$ cat config.mk
export PLATFORM = sky130hd
export DESIGN_NAME = nvram_backup_ctrl
export DESIGN_NICKNAME = d
export VERILOG_FILES = /design/src/rtl/nvram_backup_pkg.sv /design/src/rtl/nvram_autosave_timer.sv /design/src/rtl/nvram_backup_ctrl.sv
export SDC_FILE = /design/constraint.sdc
export NUM_CORES = 1
export LEC_CHECK = 0
export BUFFER_PORTS_ARGS = -buffer_cell sky130_fd_sc_hd__clkbuf_2
export CAP_MARGIN = 30
export CORE_MARGIN = 3
export CORE_UTILIZATION = 50
export CTS_CLUSTER_DIAMETER = 100
export CTS_CLUSTER_SIZE = 20
export DETAILED_ROUTE_END_ITERATION = 7
export GPL_ROUTABILITY_DRIVEN = 0
export PLACE_DENSITY = 0.95
export SLEW_MARGIN = 20
export SYNTH_ARGS = -nofsm -noshare
export SYNTH_HDL_FRONTEND = slang
export SYNTH_SLANG_ARGS = --single-unit
$ cat constraint.sdc
create_clock -name clk_sys -period 3.9 [get_ports clk_sys]
set_input_delay 0.195 -clock clk_sys [delete_from_list [all_inputs] [get_ports clk_sys]]
set_output_delay 0.195 -clock clk_sys [all_outputs]
set_load 0.01 [all_outputs]
$ cat src/rtl/nvram_backup_pkg.sv
// Shared types and constants for the NVRAM backup controller.
// Used by nvram_backup_ctrl and nvram_autosave_timer.
package nvram_backup_pkg;

  typedef enum logic [1:0] {
    IDLE      = 2'd0,
    XFER      = 2'd1,
    WAIT_DONE = 2'd2
  } state_t;

  localparam int SECTOR_BYTES = 512;
  localparam int SECTOR_SHIFT = $clog2(SECTOR_BYTES);

  // Index of the last sector to load: min(sectors, size / 512) - 1.
  // The caller only uses this for images of at least one sector.
  function automatic logic [7:0] load_last_lba(input logic [31:0] size, input int sectors);
    logic [31-SECTOR_SHIFT:0] n;
    n = size[31:SECTOR_SHIFT];
    if (int'(n) >= sectors) return 8'(sectors - 1);
    else return 8'(n - 1'b1);
  endfunction

endpackage

$ cat src/rtl/nvram_autosave_timer.sv
// Idle down-counter for autosave: reloads on every save-RAM write and
// reports expiry once it has counted down to zero.
module nvram_autosave_timer
  import nvram_backup_pkg::*;
#(
  parameter logic [23:0] DLY = 24'd10_000_000
) (
  input  logic clk_sys,
  input  logic reset,
  input  logic reload,
  output logic expired
);

  logic [23:0] count_reg;

  always_ff @(posedge clk_sys or posedge reset) begin
    if (reset) count_reg <= '0;
    else if (reload) count_reg <= DLY;
    else if (count_reg != 24'd0) count_reg <= count_reg - 24'd1;
  end

  assign expired = (count_reg == 24'd0);

endmodule

$ cat src/rtl/nvram_backup_ctrl.sv
// Save-RAM backup controller: loads an image from SD on mount and writes it
// back on request. Define NVRAM_AUTOSAVE_EN to add idle-timeout autosave.
module nvram_backup_ctrl
  import nvram_backup_pkg::*;
#(
  parameter int          SECTORS      = 16,
  parameter logic [23:0] AUTOSAVE_DLY = 24'd10_000_000
) (
  input  logic        clk_sys,
  input  logic        reset,
  input  logic        img_mounted,
  input  logic [31:0] img_size,
  input  logic        download,
  input  logic        save_req,
  input  logic        nvram_we,
  input  logic        sd_ack,
  output logic [31:0] sd_lba,
  output logic        sd_rd,
  output logic        sd_wr,
  output logic        bk_ena,
  output logic        bk_busy,
  output logic        bk_reset,
  output logic        dirty
);

  state_t     state_reg, state_next;
  logic [7:0] lba_reg, lba_next;
  logic [7:0] last_reg, last_next;
  logic       rd_reg, rd_next, wr_reg, wr_next;
  logic       ena_reg, ena_next, busy_reg, busy_next;
  logic       bkrst_reg, bkrst_next, dirty_reg, dirty_next;
  logic       load_reg, load_next, abort_reg, abort_next;
  logic       we_seen_reg, we_seen_next;
  logic       mounted_reg, save_reg, download_reg, ack_reg;

  logic mount_ok, save_rise, dl_rise, ack_rise, ack_fall, auto_fire;

  assign mount_ok  = img_mounted & ~mounted_reg & (img_size >= 32'(SECTOR_BYTES));
  assign save_rise = save_req & ~save_reg;
  assign dl_rise   = download & ~download_reg;
  assign ack_rise  = sd_ack & ~ack_reg;
  assign ack_fall  = ~sd_ack & ack_reg;

`ifdef NVRAM_AUTOSAVE_EN
  logic timer_expired;

  nvram_autosave_timer #(.DLY(AUTOSAVE_DLY)) u_timer (
    .clk_sys (clk_sys),
    .reset   (reset),
    .reload  (nvram_we),
    .expired (timer_expired)
  );

  assign auto_fire = timer_expired & dirty_reg;
`else
  logic unused_dly;
  assign unused_dly = ^AUTOSAVE_DLY;
  assign auto_fire  = 1'b0;
`endif

  always_ff @(posedge clk_sys or posedge reset) begin
    if (reset) begin
      state_reg    <= IDLE;
      lba_reg      <= '0;
      last_reg     <= '0;
      rd_reg       <= 1'b0;
      wr_reg       <= 1'b0;
      ena_reg      <= 1'b0;
      busy_reg     <= 1'b0;
      bkrst_reg    <= 1'b0;
      dirty_reg    <= 1'b0;
      load_reg     <= 1'b0;
      abort_reg    <= 1'b0;
      we_seen_reg  <= 1'b0;
      mounted_reg  <= 1'b0;
      save_reg     <= 1'b0;
      download_reg <= 1'b0;
      ack_reg      <= 1'b0;
    end else begin
      state_reg    <= state_next;
      lba_reg      <= lba_next;
      last_reg     <= last_next;
      rd_reg       <= rd_next;
      wr_reg       <= wr_next;
      ena_reg      <= ena_next;
      busy_reg     <= busy_next;
      bkrst_reg    <= bkrst_next;
      dirty_reg    <= dirty_next;
      load_reg     <= load_next;
      abort_reg    <= abort_next;
      we_seen_reg  <= we_seen_next;
      mounted_reg  <= img_mounted;
      save_reg     <= save_req;
      download_reg <= download;
      ack_reg      <= sd_ack;
    end
  end

  always_comb begin
    state_next   = state_reg;
    lba_next     = lba_reg;
    last_next    = last_reg;
    rd_next      = rd_reg;
    wr_next      = wr_reg;
    ena_next     = ena_reg;
    busy_next    = busy_reg;
    bkrst_next   = 1'b0;
    dirty_next   = dirty_reg | (nvram_we & ena_reg);
    load_next    = load_reg;
    abort_next   = abort_reg;
    we_seen_next = we_seen_reg;

    if (mount_ok) ena_next = 1'b1;
    if (dl_rise)  ena_next = 1'b0;

    unique case (state_reg)
      IDLE: begin
        // A mount outranks a save that arises in the same cycle.
        if (mount_ok && !dl_rise) begin
          load_next    = 1'b1;
          last_next    = load_last_lba(img_size, SECTORS);
          lba_next     = '0;
          rd_next      = 1'b1;
          wr_next      = 1'b0;
          busy_next    = 1'b1;
          abort_next   = 1'b0;
          we_seen_next = 1'b0;
          state_next   = XFER;
        end else if ((save_rise || auto_fire) && ena_reg && !dl_rise) begin
          load_next    = 1'b0;
          last_next    = 8'(SECTORS - 1);
          lba_next     = '0;
          rd_next      = 1'b0;
          wr_next      = 1'b1;
          busy_next    = 1'b1;
          abort_next   = 1'b0;
          we_seen_next = 1'b0;
          state_next   = XFER;
        end
      end
      XFER: begin
        if (nvram_we) we_seen_next = 1'b1;
        if (dl_rise)  abort_next   = 1'b1;
        if (ack_rise) begin
          rd_next = 1'b0;
          wr_next = 1'b0;
        end else if (ack_fall) begin
          if (lba_reg == last_reg || abort_reg || dl_rise) begin
            state_next = WAIT_DONE;
          end else begin
            lba_next = lba_reg + 8'd1;
            rd_next  = load_reg;
            wr_next  = ~load_reg;
          end
        end
      end
      WAIT_DONE: begin
        state_next = IDLE;
        busy_next  = 1'b0;
        // An aborted transfer leaves dirty alone and never pulses bk_reset.
        if (!abort_reg && !dl_rise) begin
          if (load_reg) begin
            bkrst_next = 1'b1;
            dirty_next = 1'b0;
          end else begin
            dirty_next = we_seen_reg | (nvram_we & ena_reg);
          end
        end
      end
      default: state_next = IDLE;
    endcase
  end

  assign sd_lba   = {24'd0, lba_reg};
  assign sd_rd    = rd_reg;
  assign sd_wr    = wr_reg;
  assign bk_ena   = ena_reg;
  assign bk_busy  = busy_reg;
  assign bk_reset = bkrst_reg;
  assign dirty    = dirty_reg;

endmodule

Word level (Yosys, flattened, before mapping)

Index checks and enable logic that the tools add are counted.

Eq/ne operators: 12
Add/sub/neg operators: 2
Order comparisons: 2
Bitwise gates (word level): 15
Reductions and logical operators: 20
Mux-type cells: 42

Operators with widths:

| cell                                                                     | number |
|---|---|
| 8-bit 2-to-1 mux                                                         | 8 |
| 32-bit by 10-bit >= comparator with 1-bit output (second input constant) | 1 |
| 23-bit by 5-bit >= comparator with 1-bit output (second input constant)  | 1 |
| 1-bit 2-to-1 mux                                                         | 22 |
| 8-bit case mux with 2 select lines                                       | 1 |
| 2-bit != test (second input constant)                                    | 6 |
| 2-bit 2-to-1 mux                                                         | 5 |
| 1-bit case mux with 2 select lines                                       | 5 |
| 3-bit != test (second input constant)                                    | 3 |
| 8-bit by 1-bit adder with 8-bit output (second input constant)           | 1 |
| 8-bit == test                                                            | 1 |
| 4-bit AND reduction                                                      | 2 |
| 2-bit nonzero test                                                       | 4 |
| 8-bit by 1-bit subtractor with 8-bit output (second input constant)      | 1 |
| 1-bit AND                                                                | 7 |
| 1-bit inverter                                                           | 6 |
| 3-bit AND reduction                                                      | 2 |
| 5-bit AND reduction                                                      | 1 |
| 1-bit logical AND                                                        | 4 |
| 2-bit case mux with 2 select lines                                       | 1 |
| 2-bit AND reduction                                                      | 2 |
| 2-bit by 1-bit == test with 1-bit output (second input constant)         | 1 |
| 2-bit == test (second input constant)                                    | 1 |
| 1-bit zero test                                                          | 2 |
| other kinds (3)                                                          | 5 |

Input bits: 39
Bits in registers: 31

Longest topological paths before layout

Gate-level depths: netlist of run 1.

Depth in word-level cells: 7
Gate-level depth with buffers: 7
Gate-level depth less buffers: 7

Least setup slack after synthesis of run 1

Ideal clock, no wire load.

Kind: register to register
From: register ack_reg
To: register lba_reg[6]
Data required time: 3819 ps
Arrival time: 1923 ps
Stages on the path, launching flop included: 8
Slack: 1896 ps
Clock period less this slack: 2004 ps
Path buffers: 0
Setup time: 81 ps
Cells stage by stage: dfrtp_1 > inv_1 > ha_1 > nand3b_1 > a2111oi_4 > nand2_1 > or4_1 > a21oi_1

Word-level cells in the longest chain between the ends: 4
Elaborated cells between the ends (all ways): 6
Classes of those cells: eq/ne (2); bitwise (3); reduce/logical (1)

Ends and longest elaborated chain:

| item                                   | RTL line                | source |
|---|---|---|
| from (decl)                            | nvram_backup_ctrl.sv:34 | `logic mounted_reg, save_reg, download_reg, ack_reg;` |
| from (signal assigned)                 | nvram_backup_ctrl.sv:95 | `ack_reg <= sd_ack;` |
| 1-bit inverter                         | nvram_backup_ctrl.sv:41 | `assign ack_rise = sd_ack & ~ack_reg;` |
| 1-bit AND                              | nvram_backup_ctrl.sv:41 |  |
| 2-bit != test (no source line)         | --                      |  |
| 5-bit AND reduction (no source line) * | --                      |  |
| to (signal assigned)                   | nvram_backup_ctrl.sv:81 | `lba_reg <= lba_next;` |
| to (decl)                              | nvram_backup_ctrl.sv:27 | `logic [7:0] lba_reg, lba_next;` |

Mark *: on every way between the ends. The rest lies on a longest branch, timed or not.
A chain may end at the register's enable or synchronous reset.

Worst setup path after layout of run 1

From: input sd_ack
To: register lba_reg[6]

Word-level cells in the longest chain between the ends: 4
Elaborated cells between the ends (all ways): 6
Classes of those cells: eq/ne (2); bitwise (3); reduce/logical (1)

Ends and longest elaborated chain:

| item                                   | RTL line                | source |
|---|---|---|
| from (decl)                            | nvram_backup_ctrl.sv:16 | `input logic sd_ack,` |
| 1-bit inverter                         | nvram_backup_ctrl.sv:42 | `assign ack_fall = ~sd_ack & ack_reg;` |
| 1-bit AND                              | nvram_backup_ctrl.sv:42 |  |
| 2-bit != test (no source line)         | --                      |  |
| 5-bit AND reduction (no source line) * | --                      |  |

Marks and branches as above.

==> out/qor.yml, run 1 <==
floorplanning:
  die_w_um: 64.8
  die_h_um: 64.8
  ioPinCount: 77
  start_util_pct: 54.4
  dieArea_um2: 4200
  rows: 20
  coreArea_um2: 3180
sta:
  max-slew-margin-rel_pct: 45.2
  finalMaxSlewViolations: 0
  setup_viol: 0
  rsz0062_at_grt: "no"
  worstMarginPinSlew_ns: 0.822
  fin_worst_skew_ns: 0.0124
  min_period_ns: 2.40
  fmax_mhz: 417
  timing.final.crit_share_pct: 61.4
  worst_slack_ns: 1.50
  tns_ns: 0
  hold_viol: 0
final_layout:
  post-route-util_pct: 63.0
  multi_input_area_um2: 832
  ff_latch_area_um2: 776
  syn2layout_area_growth_pct: 15.7
  n_fill_cell: 280
  drive_above_1_share_pct: 25.8
  diodes: 0
  fin_nets: 272
pwr:
  ir_drop_v: 0.000267
  seq_power_share_pct: 49.5
  internal_power_uw: 539
  leakagePower_uw: 0.000986
  clock_power_share_pct: 22.7
  p_comb_share_pct: 27.8
  power.density_nw_per_um2: 419
  switching_share_pct: 35.7
  switching_power_uw: 299
logic_synthesis:
  synth_flop_cell: "dfrtp_1"
  synth_warnings: 0
  synth-edff-count: 0
  synth_seq_cells: 31
  syn_area_um2: 1730
  synthCells: 176
  synth_common_cells: "31 x dfrtp_1, 24 x buf_4, 20 x nand2_1"
  post-synth-top-count-cell: "dfrtp_1"
  synth_top_area_share_pct: 44.9
  synth.top_cells.by_area: "dfrtp_1 45%, buf_4 10%, xor2_1 5.6%"
  yosys.cell_types.count: 37
  ys_seq_area_share_pct: 44.9
  synthArstFlopShare_pct: 100
  synth_area_leader_cell: "dfrtp_1"
  synth.avg_cell_area_um2: 9.82
outcome:
  status: "complete, no violations"
grt:
  use_met3_pct: 6.41
  use_met2_pct: 30.8
  grt_max_degree: 32
  met1_usage_pct: 22.9
  grt_pass1_wl_mm: 6.07
  antenna_found_initial: 0
  grt_pass1_vias: 1354
  grtUsageTotal_pct: 18.8
  overflow: 0
  globalRoute.busiestLayer: "met2"
cts:
  cts.clk_slew.worst_paths_ns: 0.10
  clock-sinks: 31
  h-tree-depth: 2
  cts_tree: "done"
  clock_latency_ns: 0.34
  cts_root_buf: "clkbuf_4"
  postCtsSetupRepairBufs: 0
  cts_resized: 0
  cts_made_buffers: 5
  clockBufferDepth: 2
setup_path:
  reg2reg_from: "ack_reg$_DFF_PP0_"
  cp_slowest_cell: "dlygate4sd3_1"
  crit_arrival_ns: 2.66
  worstPathRequired_ns: 4.16
  critPathKind: "input pin to register"
  slowest_delay_ns: 0.54
  crit_fanout: 6
  start_kind: "input pin"
  critical_path.startpoint: "sd_ack"
  cp-end-kind: "register"
  cp_cell_sequence: "dlygate4sd3_1 -> clkbuf_2 -> ha_1 -> nand3b_1 -> a2111oi_4 -> nand2_1 -> or4_1 -> a21oi_1"
drt:
  drt_iter0_drc: 53
  vias: 1390
  antenna_left: 0
  via_per_inst: 5.09
  firstDrtPassIters: 4
  post_drt_wl_per_cell_um: 13.1
  routed_wl_mm: 3.59
  drc: 0
worst_hold_path:
  min_from: "img_size[9]"
  worst_hold_path_type: "input pin to register"
placed_design:
  pre_cts_ws_ns: 1.59
  hpwlAfterDp_mm: 2.71
  port_buffers: 43
run:
  maxCapViolCount: 0
[metrics by stage]
stage          area, um^2  hold slack [ns]  instances  power [uW]
2_1_floorplan        1820            0.226        199         589
3_3_place_gp         1900            0.323        260         637
3_5_place_dp         1900            0.302        260         647
4_1_cts              2000           0.0281        273         837
5_1_grt              2000           0.0470        273         885
6_report             2000           0.0515        273         838
[worst max-delay path, delay by kind of cell]
family / cells / cell delay (ns)
buffers and inverters: 2 / 0.67
AO/OA/AOI/OAI: 2 / 0.63
AND/OR/NAND/NOR: 3 / 0.93
adder cells (fa/ha/maj): 1 / 0.25
[cell usage in the layout (no fill, tap or decap), types with 2 or more instances in the layout]
cell type / count
a21oi_1: 8
and2_1: 3
clkbuf_2: 43
clkbuf_4: 5
conb_1: 24
dfrtp_1: 31
dlygate4sd3_1: 5
ha_1: 5
inv_1: 4
mux2_2: 2
nand2_1: 20
nand2b_1: 2
nand3_1: 7
nand3b_1: 2
nand4b_1: 2
nor2_1: 11
nor3_1: 3
nor3b_1: 2
nor4_1: 5
nor4_2: 2
o21ai_0: 8
o31ai_1: 5
or3_1: 2
xor2_1: 11
[repair_timing]
action,CTS,global route
hold buffers,5,0
setup endpoints to repair,0,0
hold endpoints to repair,35,0
[per-layer routing]
layer / vias to the layer above / routed length (um)
li1: 661 / -
met1: 657 / 1500
met2: 66 / 1720
met3: 6 / 309
met4: 0 / 50
met5: - / 0
[power by group through the flow]
stage	registers, uW	logic (uW)	clock network, uW
CTS	415	232	190
global route	422	260	203
finish	415	233	190
global placement	418	219	0
detailed placement	421	226	0
floorplan	423	166	0
[area by class of cell]
cell class	count	area share (%)
Multi-Input combinational cell	137	41.6
Tap cell	44	2.75
Timing Repair Buffer	48	13.3
Clock inverter	2	0.625
Sequential cell	31	38.8
Inverter	5	0.938
Clock buffer	6	2.06
[path summary, 6_finish.rpt]
kind	to	slack (ns)	depth (start not counted)
worst max-delay path	lba_reg[6]$_DFFE_PP0P_	1.50	8
worst min-delay path	last_reg[0]$_DFFE_PP0P_	0.05	2
worst max register to register	lba_reg[6]$_DFFE_PP0P_	1.64	7
worst min register to register	bk_busy$_DFFE_PP0P_	0.52	2
max in group asynchronous	lba_reg[4]$_DFFE_PP0P_	3.02	3
min in group asynchronous	bk_ena$_DFFE_PP0P_	0.46	3
[cells by family after synthesis]
kind of cell    count (synthesis)  share of synthesized area, %
xor+xnor                       12                          6.08
simple gates                   67                          20.9
fa+ha+maj                       5                          3.62
mux                             3                          1.88
flops                          31                          44.9
compound gates                 26                          10.4
other cells                     1                         0.217
buf+inv                        31                          12.0
Note: power is estimated with default switching activity, not from simulation.
==> inputs of run 2 (changes only) <==
Settings changed: CORE_UTILIZATION 50 to 47, PLACE_DENSITY 0.95 to 0.92.
Clock period 3.9 ns to 2.4 ns, I/O delays scaled along.
==> run 2 against run 1 <==
Sequential power is 63% higher. Wire length is 4.2% lower. Flip-flop and latch count stayed put. Worst setup slack worse by 1.3 ns. First-iteration DRC count is 34% lower. Total power is 99% higher. Register-to-register slack worse by 1.4 ns. Clock power grew to 3.2 times the previous value. Worst hold slack worse by 0.012 ns. Critical path type unchanged.
==> out/qor.yml, run 2 (same netlist as run 1, synthesis figures left out) <==
sta:
  finalMaxSlewViolations: 0  # unchanged
  max-slew-margin-rel_pct: 48.3  # +3.0 points
  fin_worst_skew_ns: 0.00493  # -0.00746 ns
  worstMarginPinSlew_ns: 0.769  # -0.0528 ns
  tns_ns: 0  # unchanged
  min_period_ns: 2.21
  timing.final.crit_share_pct: 91.9
  fmax_mhz: 453
  whs_ns: 0.0391  # -0.0124 ns
  setup_viol: 0  # unchanged
  hold_viol: 0  # unchanged
  rsz0062_at_grt: "no"
grt:
  grt_pass1_wl_mm: 5.89  # -3.1%
  grt_pass1_vias: 1363  # +0.66%
  grt_max_degree: 32  # unchanged
  overflow: 0  # unchanged
  grtUsageTotal_pct: 17.9  # -0.90 points
  antenna_found_initial: 0  # unchanged
setup_path:
  cp-end-kind: "register"
  crit_arrival_ns: 2.41  # -0.25 ns
  start_kind: "input pin"
  cp_cell_sequence: "dlygate4sd3_1 -> clkbuf_2 -> ha_1 -> nand3b_1 -> a2111oi_4 -> nand2_1 -> or4_1 -> a21oi_1"
  path_buf_inv: 2  # unchanged
  worstPathRequired_ns: 2.61  # -1.55 ns
  cp_slowest_cell: "dlygate4sd3_1"
  cp_top_family: "simple AND/OR/NAND/NOR gates"
  slowest_delay_ns: 0.53  # about the same
  critPathKind: "input pin to register"
  crit_fanout: 6  # unchanged
pwr:
  ir_drop_v: 0.000441  # +65%
  switching_share_pct: 28.8  # -6.9 points
  switching_power_uw: 481  # +61%
  internal_power_uw: 1190  # +120%
  power.density_nw_per_um2: 794  # +89%
  clock_power_share_pct: 36.4  # +14 points
  seq_power_share_pct: 40.4  # -9.1 points
  power.total_uw: 1670  # +99%
  p_comb_share_pct: 23.1  # -4.7 points
  leakagePower_uw: 0.00104  # +5.4%
floorplanning:
  die_h_um: 66.7  # +2.9%
  rows: 21  # +5.0%
  coreArea_um2: 3440  # +8.3%
  dieArea_um2: 4440  # +5.8%
  ioPinCount: 77  # unchanged
  die_w_um: 66.7  # +2.9%
  start_util_pct: 50.2  # -4.2 points
final_layout:
  mostFrequentLayoutCells: "43 x clkbuf_2, 31 x dfrtp_1, 24 x conb_1"
  final_common_cell: "clkbuf_2"
  diodes: 0  # unchanged
  layoutNonFillerInstCount: 278  # +1.8%
  drive_above_1_share_pct: 26.3  # +0.53 points
  syn2layout_area_growth_pct: 21.7
  fin_nets: 275  # +1.1%
  fin_area_um2: 2100  # +5.2%
cts:
  h-tree-depth: 2  # unchanged
  cts_resized: 0  # unchanged
  cts.clk_slew.worst_paths_ns: 0.06  # -0.04 ns
  cts_made_buffers: 5  # unchanged
  clock_latency_ns: 0.29  # -0.05 ns
  cts_tree: "done"
  clockBufferDepth: 2  # unchanged
  cts_root_buf: "clkbuf_8"
  clock-sinks: 31  # unchanged
placed_design:
  place_area_um2: 1920  # +1.3%
  hpwlAfterDp_mm: 2.72  # +0.14%
  dp_cells: 265  # +1.9%
  port_buffers: 43  # unchanged
drt:
  drc: 0  # unchanged
  post_drt_wl_per_cell_um: 12.4  # -5.9%
  vias: 1392  # +0.14%
  drt_iter0_drc: 35  # -34%
  firstDrtPassIters: 4  # unchanged
  antenna_left: 0  # unchanged
  routed_wl_mm: 3.44  # -4.2%
  via_per_inst: 5.01  # -1.7%
outcome:
  status: "complete, no violations"
run:
  maxCapViolCount: 0  # unchanged
worst_hold_path:
  worst_hold_path_type: "input pin to register"
-- run 2: changes by cell type in the layout (fill, tap and decap cells not counted) --
| cell | before | now |
|---|---|---|
| clkinvlp_4 | 1 | 0 |
| bufinv_16 | 0 | 2 |
| buf_4 | 0 | 3 |
| clkinv_2 | 1 | 0 |
| inv_2 | 1 | 0 |
| clkbuf_4 | 5 | 0 |
| clkbuf_8 | 0 | 5 |
| inv_1 | 4 | 5 |
-- run 2: layer usage --
metal | track usage [%] | wire length, um
met1 | 20.2 | 1340
met2 | 30.1 | 1740
met3 | 5.56 | 233
met4 | 9.64 | 113
met5 | 0 | 0
-- run 2: metrics by stage --
step	setup slack (ns)	utilization, %
6_report	0.195	61.1
5_1_grt	0.0279	61.1
3_3_place_gp	0.293	55.8
4_1_cts	0.0940	61.1
3_5_place_dp	0.241	55.8
2_1_floorplan	0.396	-
-- run 2: layout make-up --
cell class	instances	area, um^2
clock buffer	6	72.6
clock inverter	2	60.1
fill	300	1340
inverter	5	18.8
multi-input combinational	137	832
sequential	31	776
tap	46	57.6
timing repair buffer	51	288
-- run 2: worst register-to-register path: cells and delay by family (launching register included) --
kind	cells	cell delay (ns)
AOI/OAI and AO/OA	2	0.74
xor gates and xnor gates	1	0.20
DFF	1	0.47
muxes	1	0.39
and+or+nand+nor	2	0.20
-- run 2: timing repair --
item,in CTS,in global routing
setup endpoints to repair,0,1
buffers inserted,0,0
endpoints found under the hold margin,35,0
hold buffers,5,0
-- run 2: power groups by stage --
| stage | Combinational [uW] | Sequential (uW) | Clock, uW |
|---|---|---|---|
| after floorplan | 269 | 688 | 0 |
| after global placement | 365 | 680 | 0 |
| after detailed placement | 381 | 685 | 0 |
| after CTS | 388 | 676 | 617 |
| after global routing | 436 | 688 | 647 |
| final | 387 | 676 | 609 |
-- run 2: final timing paths --
path                                         from  slack (ns)                       to  cells past startpoint
max                                        sd_ack        0.19   lba_reg[6]$_DFFE_PP0P_                      8
min                                   img_size[9]        0.04  last_reg[0]$_DFFE_PP0P_                      2
max reg2reg                lba_reg[3]$_DFFE_PP0P_        0.28        sd_wr$_DFFE_PP0P_                      6
min reg2reg                   bk_busy$_DFFE_PP0P_        0.49      bk_busy$_DFFE_PP0P_                      2
max in group asynchronous                   reset        1.68  last_reg[1]$_DFFE_PP0P_                      4
min in group asynchronous                   reset        0.44       bk_reset$_DFF_PP0_                      4
